$ cat src/rtl/button_cntr_multi.sv
// N-channel push-button front end.
// Each channel has an input synchronizer, a sampled debounce filter, registered
// press/release pulses, a long-press pulse and optional auto-repeat pulses.
// One prescaler produces the sample tick for every channel.
module button_cntr_multi #(
    parameter int N_BTN        = 4,
    parameter int SAMPLE_DIV   = 32768,
    parameter int STABLE_CNT   = 3,
    parameter int LONG_TICKS   = 100,
    parameter int REPEAT_TICKS = 20,
    parameter bit ACTIVE_LOW   = 1'b0
) (
    input  logic             clk,
    input  logic             reset_p,
    input  logic [N_BTN-1:0] btn,
    output logic [N_BTN-1:0] btn_level,
    output logic [N_BTN-1:0] btn_pedge,
    output logic [N_BTN-1:0] btn_nedge,
    output logic [N_BTN-1:0] btn_long,
    output logic [N_BTN-1:0] btn_rep,
    output logic             sample_tick
);

    localparam int PW = $clog2(SAMPLE_DIV);
    localparam int SW = $clog2(STABLE_CNT + 1);
    localparam int HW = $clog2(LONG_TICKS + REPEAT_TICKS + 1);

    localparam logic [PW-1:0] DIV_LAST = PW'(SAMPLE_DIV - 1);
    localparam logic [PW-1:0] DIV_PRE  = PW'(SAMPLE_DIV - 2);
    localparam logic [SW-1:0] STABLE_V = SW'(STABLE_CNT);
    localparam logic [HW-1:0] LONG_V   = HW'(LONG_TICKS);
    localparam logic [HW-1:0] TOP_V    = HW'(LONG_TICKS + REPEAT_TICKS);

    // Prescaler and sample tick
    logic [PW-1:0]            presc_q, presc_d;
    logic                     tick_q, tick_d;

    // Input path
    logic [N_BTN-1:0]         raw_s;
    logic [N_BTN-1:0]         sync1_q, sync2_q;

    // Debounce, edge and hold state
    logic [N_BTN-1:0]         level_q, level_d;
    logic [N_BTN-1:0]         prev_q;
    logic [N_BTN-1:0]         pedge_q, pedge_d;
    logic [N_BTN-1:0]         nedge_q, nedge_d;
    logic [N_BTN-1:0]         long_q, long_d;
    logic [N_BTN-1:0]         rep_q, rep_d;
    logic [N_BTN-1:0][SW-1:0] stab_q, stab_d;
    logic [N_BTN-1:0][HW-1:0] hold_q, hold_d;
    logic [HW-1:0]            hold_inc_s [N_BTN];

    // Normalise pin polarity so that 1 always means pressed.
    assign raw_s = ACTIVE_LOW ? ~btn : btn;

    // Free-running prescaler; the tick register is high while the count is at its last value.
    always_comb begin
        if (presc_q == DIV_LAST) begin
            presc_d = '0;
        end else begin
            presc_d = presc_q + PW'(1);
        end
        tick_d = (presc_q == DIV_PRE);
    end

    // Per-channel debounce filter, hold counter, long/repeat and edge pulse generation.
    always_comb begin
        for (int i = 0; i < N_BTN; i++) begin
            level_d[i]    = level_q[i];
            stab_d[i]     = stab_q[i];
            hold_d[i]     = hold_q[i];
            long_d[i]     = 1'b0;
            rep_d[i]      = 1'b0;
            hold_inc_s[i] = hold_q[i] + HW'(1);

            // Stability filter: a matching sample discards any progress toward a toggle.
            if (tick_q) begin
                if (sync2_q[i] == level_q[i]) begin
                    stab_d[i] = '0;
                end else if ((stab_q[i] + SW'(1)) == STABLE_V) begin
                    level_d[i] = ~level_q[i];
                    stab_d[i]  = '0;
                end else begin
                    stab_d[i] = stab_q[i] + SW'(1);
                end
            end else begin
                stab_d[i] = stab_q[i];
            end

            // Hold counter runs only while the press is established and not being released
            // on this tick, so no long/repeat pulse can follow an accepted release.
            if (!level_q[i] || !level_d[i]) begin
                hold_d[i] = '0;
            end else if (tick_q) begin
                if (hold_q[i] == TOP_V) begin
                    // Only reachable with repeat disabled: saturate at the long-press count.
                    hold_d[i] = hold_q[i];
                end else if ((REPEAT_TICKS != 0) && (hold_inc_s[i] == TOP_V)) begin
                    rep_d[i]  = 1'b1;
                    hold_d[i] = LONG_V;
                end else begin
                    hold_d[i] = hold_inc_s[i];
                    long_d[i] = (hold_inc_s[i] == LONG_V);
                end
            end else begin
                hold_d[i] = hold_q[i];
            end
        end

        // Edge pulses trail the level change by one clock.
        pedge_d = level_q & ~prev_q;
        nedge_d = ~level_q & prev_q;
    end

    // State and output registers; reset forces every output low immediately.
    always_ff @(posedge clk or posedge reset_p) begin
        if (reset_p) begin
            presc_q <= '0;
            tick_q  <= 1'b0;
            sync1_q <= '0;
            sync2_q <= '0;
            level_q <= '0;
            prev_q  <= '0;
            pedge_q <= '0;
            nedge_q <= '0;
            long_q  <= '0;
            rep_q   <= '0;
            stab_q  <= '0;
            hold_q  <= '0;
        end else begin
            presc_q <= presc_d;
            tick_q  <= tick_d;
            sync1_q <= raw_s;
            sync2_q <= sync1_q;
            level_q <= level_d;
            prev_q  <= level_q;
            pedge_q <= pedge_d;
            nedge_q <= nedge_d;
            long_q  <= long_d;
            rep_q   <= rep_d;
            stab_q  <= stab_d;
            hold_q  <= hold_d;
        end
    end

    assign btn_level   = level_q;
    assign btn_pedge   = pedge_q;
    assign btn_nedge   = nedge_q;
    assign btn_long    = long_q;
    assign btn_rep     = rep_q;
    assign sample_tick = tick_q;

endmodule

$ cat config.mk
export PLATFORM = sky130hd
export DESIGN_NAME = button_cntr_multi
export DESIGN_NICKNAME = d
export VERILOG_FILES = /design/src/rtl/button_cntr_multi.sv
export SDC_FILE = /design/constraint.sdc
export NUM_CORES = 1
export LEC_CHECK = 0
export BUFFER_PORTS_ARGS = -buffer_cell sky130_fd_sc_hd__buf_2
export CAP_MARGIN = 20
export CORE_MARGIN = 5
export CORE_UTILIZATION = 60
export DETAILED_ROUTE_END_ITERATION = 10
export PLACE_DENSITY = 0.82
export SETUP_SLACK_MARGIN = 0.3
export SYNTH_ARGS = -nofsm -noshare
export SYNTH_HDL_FRONTEND = slang
export SYNTH_SLANG_ARGS = --single-unit
$ cat constraint.sdc
create_clock -name clk -period 3.5 [get_ports clk]
set_clock_uncertainty 0.05 [all_clocks]
set_input_delay 1.05 -clock clk [delete_from_list [all_inputs] [get_ports clk]]
set_output_delay 1.05 -clock clk [all_outputs]
set_load 0.02 [all_outputs]
After elaboration in Yosys (flattened, before gate mapping)
Cells that the tools add are included.
Storage, ports and cells
  register bits: 84
  input bits: 6
  output and inout bits: 21
  logic and storage cells: 150
Cells by class
  add/subtract/negate cells: 9
  bitwise gates (word level): 8
  reduce and logical (&&, ||, !) cells: 20
  mux-type cells: 69
  equal/unequal tests: 26
Operator list (count)
  two-way mux 7 bit: 16
  equality test 7 bit (second input constant): 12
  two-way mux 1 bit: 44
  equality test 15 bit (second input constant): 2
  adder 7 x 1 -> 7 bit (second input constant): 4
  two-way mux 2 bit: 8
  adder 15 x 1 -> 15 bit (second input constant): 1
  two-way mux 15 bit: 1
  adder 2 x 1 -> 2 bit (second input constant): 4
  bitwise AND 4 bit: 2
  equality test 2 bit (second input constant): 4
  logical NOT 1 bit: 8
  != test 2 bit (second input constant): 4
  NOT 4 bit: 2
  AND reduction 2 bit: 4
  nonzero test 2 bit: 4
  equality test 1 bit: 4
  logical OR 1 bit: 4
  NOT 1 bit: 4

Depth between registers and ports, before layout
  depth after elaboration: 9
  depth in mapped cells: 8
  gate-level depth less buffers: 7

Worst setup path before layout
Ideal clock, no wire load.
  path kind: reg-to-reg
  from: register hold_q[7] in the netlist's numbering
  to: register hold_q[11] in the netlist's numbering
  data required time: 3.302 ns
  buffers on the path: 1
  setup slack: 1.655 ns
  arrival: 1.647 ns
  cell stages (with the launch flop): 9
  cell sequence: dfrtp_1 > ha_1 > buf_2 > nand3_1 > nor2_4 > xor2_2 > o2111ai_4 > o211ai_1 > a21oi_1
Between the ends
  word-level cells in the longest chain between the ends: 6
  elaborated cells between the ends (all ways): 9
  those cells by class: add/sub (1); eq/ne (3); mux (4); reduce/logical (1)
RTL lines
  start: declaration: RTL line 50  | logic [N_BTN-1:0][HW-1:0] hold_q, hold_d;
  start signal: assignment: RTL line 142  | hold_q <= hold_d;
  adder 7 x 1 -> 7 bit: RTL line 74  | hold_inc_s[i] = hold_q[i] + HW'(1);
  equality test 7 bit: RTL line 98  | end else if ((REPEAT_TICKS != 0) && (hold_inc_s[i] == TOP_V)) begin
  two-way mux 7 bit: RTL line 98
  two-way mux 7 bit: RTL line 95  | if (hold_q[i] == TOP_V) begin
  two-way mux 7 bit: RTL line 94  | end else if (tick_q) begin
  two-way mux 7 bit: RTL line 92  | if (!level_q[i] || !level_d[i]) begin
Several ways; a longest one is shown, not always the timed one. The select of a mux whose other input is x is not followed.
A chain may end at the register's enable or synchronous reset.

Worst setup path in the final report
  from: register tick_q (netlist: sample_tick)
  to: output port sample_tick
RTL lines
  start: declaration: RTL line 36  | logic tick_q, tick_d;
  start signal: assignment: RTL line 132  | tick_q <= tick_d;
  end: declaration: RTL line 21  | output logic sample_tick
No word-level cell between the ends.

==> results.cfg <==
[status]
run_status = finished clean

[timing]
fin_crit_sh = 0.632
final.min_clock_period_ns = 2.21
rsz0062_at_grt = false
hold_slack_ns = 0.303
fmaxAchievable_mhz = 452
tightest_slew_ns = 0.774
fin_tns_setup_ns = 0
finalSetupViolCount = 0
final-max-slew-violation-count = 0
finalHoldViolations = 0
max_slew_margin = 0.478

[final_layout]
area_growth_syn_to_layout_pct = 9.35
num_antenna_cells = 0
drive_above_1_share = 0.145
final_nets = 471
postLayoutCoreUtil = 0.680

[clock_network]
cts_post_setup_buffers_inserted = 0
ctsRootBufferMaster = clkbuf_8
cts-htree-levels = 3
clock_sink_count = 84
tritoncts_clock_tree = yes
numCtsBuffers = 9
max-clock-path-buffers = 2
cts-hold-fix-buffers = 0
insertion_delay_ns = 0.36
postCtsResizedCells = 0
clk_pin_slew_worst_paths_ns = 0.08

[pwr]
power.density_cell_area_nw_per_um2 = 373
cellLeakagePower_uw = 0.00203
power_frac_clock = 0.424
peakVddDrop_mv = 0.232
power_frac_seq = 0.561
sw_frac_of_total = 0.213
switching_pwr_uw = 371
internal-power_uw = 1370
power.share.combinational = 0.016

[synth]
synthesis.area_sq_um = 4270
synth-async-reset-ratio = 1.00
postSynthRegisterBits = 84
yosysWarningCount = 0
synth_cell_types = 55
synth-edff-count = 0
post_synth_main_area_contributors = dfrtp_1 49%, xor2_1 4.3%, ha_1 4.1%, nand2_1 3.7%, nand3_1 3.4%
yosys_most_used_dff = dfrtp_1
syn-mean-instance-area_sq_um = 9.95
synth_largest_area_cell = dfrtp_1
netlist_instances = 429
synthesized_nets = 449
synth_sequential_area_ratio = 0.492
synth.top_cell.area_share = 0.492

[setup_path]
worst-path-buf-inv = 1
critPathMaxFanout = 9
crit_arrival_ns = 1.11
worstPathRequired_ns = 2.40
max_stage_delay_ns = 0.51
cpLargestDelayFamily = flip-flops
critPathLaunchType = flop
critical-path-slowest-cell = dfrtp_1
path_cells = buf_2
path_class = reg2out
worst_setup_path_end_kind = output port

[die]
floorplan.rows = 30
io-pin-count = 27
floorplan.initialDensity = 0.622
die-width_um = 94.4
core_region_area_sq_um = 6870
die_height_um = 94.4
die_area_sq_um = 8900

[run]
drv.max_cap_violation_count = 0

[placed_design]
globalplace.congestion = 0.910
port_buffers = 26
dp_hpwl_um = 5330

[global_routing]
grt_antenna_before_repair = 0
first_global_vias = 3016
track_usage = 0.189
grt_pass1_wl_um = 13400
grt_overflow = 0
grt_max_degree = 85

[drt]
viasPerCell = 5.71
number_of_vias_in_the_routed_layout = 3152
detail_route.wl_per_cell_um = 14.2
drc = 0
route.antenna.remaining_nets = 0
drtPass1Iterations = 5
detail_route.wirelength_um = 7860
drt_iter0_drc = 194

[hold_path]
hold_path.class = reg2reg
## state kept, by name (all words and copies together) (netlist names)
| signal | cells |
|---|---|
| hold_q | 28 |
| presc_q | 15 |
| stab_q | 8 |
| btn_level | 4 |
| btn_long | 4 |
| btn_nedge | 4 |
| btn_pedge | 4 |
| btn_rep | 4 |
| prev_q | 4 |
| sync1_q | 4 |
| sync2_q | 4 |
| sample_tick | 1 |
## path summary, 6_finish.rpt
check / to / slack [ns] / startpoint / depth (start not counted)
setup / recovery: sample_tick / 1.29 / sample_tick$_DFF_PP0_ / 1
hold / removal: sync2_q[2]$_DFF_PP0_ / 0.30 / sync1_q[2]$_DFF_PP0_ / 0
setup reg to reg: hold_q[14]$_DFFE_PP0P_ / 1.39 / sample_tick$_DFF_PP0_ / 5
hold reg to reg: sync2_q[2]$_DFF_PP0_ / 0.30 / sync1_q[2]$_DFF_PP0_ / 0
max in group asynchronous: prev_q[1]$_DFF_PP0_ / 2.30 / reset_p / 3
min in group asynchronous: presc_q[6]$_DFF_PP0_ / 0.74 / reset_p / 3
## per-layer routing
metal	GRT usage	vias to the layer above	wire [um]
met5	0	-	0
met4	0.0638	0	127
met1	0.235	1546	3370
met3	0.0542	15	406
met2	0.315	68	3960
li1	-	1523	-
## cells in the final DEF (no fill, tap or decap), drive strengths merged, types with 2 or more instances in the layout
| cell type | netlist | routed |
|---|---|---|
| mux2 | 8 | 8 |
| and2 | 2 | 2 |
| o31ai | 3 | 3 |
| a21oi | 21 | 21 |
| and3 | 7 | 7 |
| clkinvlp | 0 | 2 |
| clkbuf | 1 | 12 |
| o31a | 2 | 2 |
| or3 | 4 | 4 |
| o21ai | 18 | 18 |
| nor2 | 39 | 39 |
| buf | 17 | 29 |
| nand2 | 43 | 43 |
| nand2b | 5 | 5 |
| o22a | 2 | 2 |
| xor2 | 23 | 23 |
| nand4 | 12 | 12 |
| a211oi | 2 | 2 |
| xnor2 | 10 | 10 |
| nor3b | 4 | 4 |
| ha | 14 | 14 |
| o21a | 4 | 4 |
| nor3 | 12 | 12 |
| inv | 18 | 18 |
| nand3 | 31 | 31 |
| o22ai | 5 | 5 |
| nor2b | 12 | 12 |
| a31oi | 2 | 2 |
| nor4 | 5 | 5 |
| nand3b | 6 | 6 |
| dfrtp | 84 | 84 |
## synth_stat cells, types with 2 or more instances
| cell | instances |
|---|---|
| and3_1 | 7 |
| nand2_1 | 42 |
| o31ai_1 | 2 |
| mux2_2 | 7 |
| o21a_1 | 4 |
| inv_1 | 18 |
| o22ai_1 | 5 |
| nand4_1 | 12 |
| nor3b_1 | 4 |
| xnor2_1 | 10 |
| xor2_1 | 21 |
| o22a_1 | 2 |
| xor2_2 | 2 |
| a21oi_1 | 21 |
| nor2_4 | 2 |
| nor4_1 | 4 |
| a211oi_1 | 2 |
| nand3_1 | 29 |
| nor2b_1 | 12 |
| nand3b_1 | 6 |
| nor2_1 | 37 |
| o31a_1 | 2 |
| nor3_1 | 11 |
| and2_1 | 2 |
| buf_4 | 5 |
| buf_2 | 11 |
| o21ai_0 | 13 |
| a31oi_1 | 2 |
| dfrtp_1 | 84 |
| nand2b_1 | 5 |
| ha_1 | 14 |
| o21ai_1 | 5 |
| or3_1 | 4 |
## logic make-up after synthesis
| family | Yosys count | share of synthesized area |
|---|---|---|
| simple gates | 187 | 0.230 |
| fa+ha+maj | 14 | 0.0410 |
| mux | 9 | 0.0243 |
| buf+inv | 36 | 0.0410 |
| flops | 84 | 0.492 |
| compound gates | 66 | 0.101 |
| xor+xnor | 33 | 0.0712 |
## power by group through the flow
stage	sequential [uW]	combinational, uW	clock (uW)
6_report	977	27.5	739
5_1_grt	978	33.2	789
4_1_cts	977	29.2	755
3_5_place_dp	997	29.1	0
3_3_place_gp	996	28.6	0
2_1_floorplan	996	17.9	0
## final cells by class
type | count | area, sq um
Clock inverter | 4 | 55.1
Tap cell | 96 | 120
Clock buffer | 12 | 165
Inverter | 18 | 71.3
Multi-Input combinational cell | 309 | 1990
Timing Repair Buffer | 29 | 163
Sequential cell | 84 | 2100
Fill cell | 528 | 2200
## per-stage QoR
step	area, sq um	power [uW]	worst slack, ns	instances
CTS	4660	1760	1.26	551
finish	4670	1740	1.29	552
global placement	4440	1030	1.39	535
detailed placement	4440	1030	1.28	535
floorplan	4270	1010	1.43	429
global route	4670	1800	1.24	552
Note: power is estimated with default switching activity, not from simulation.
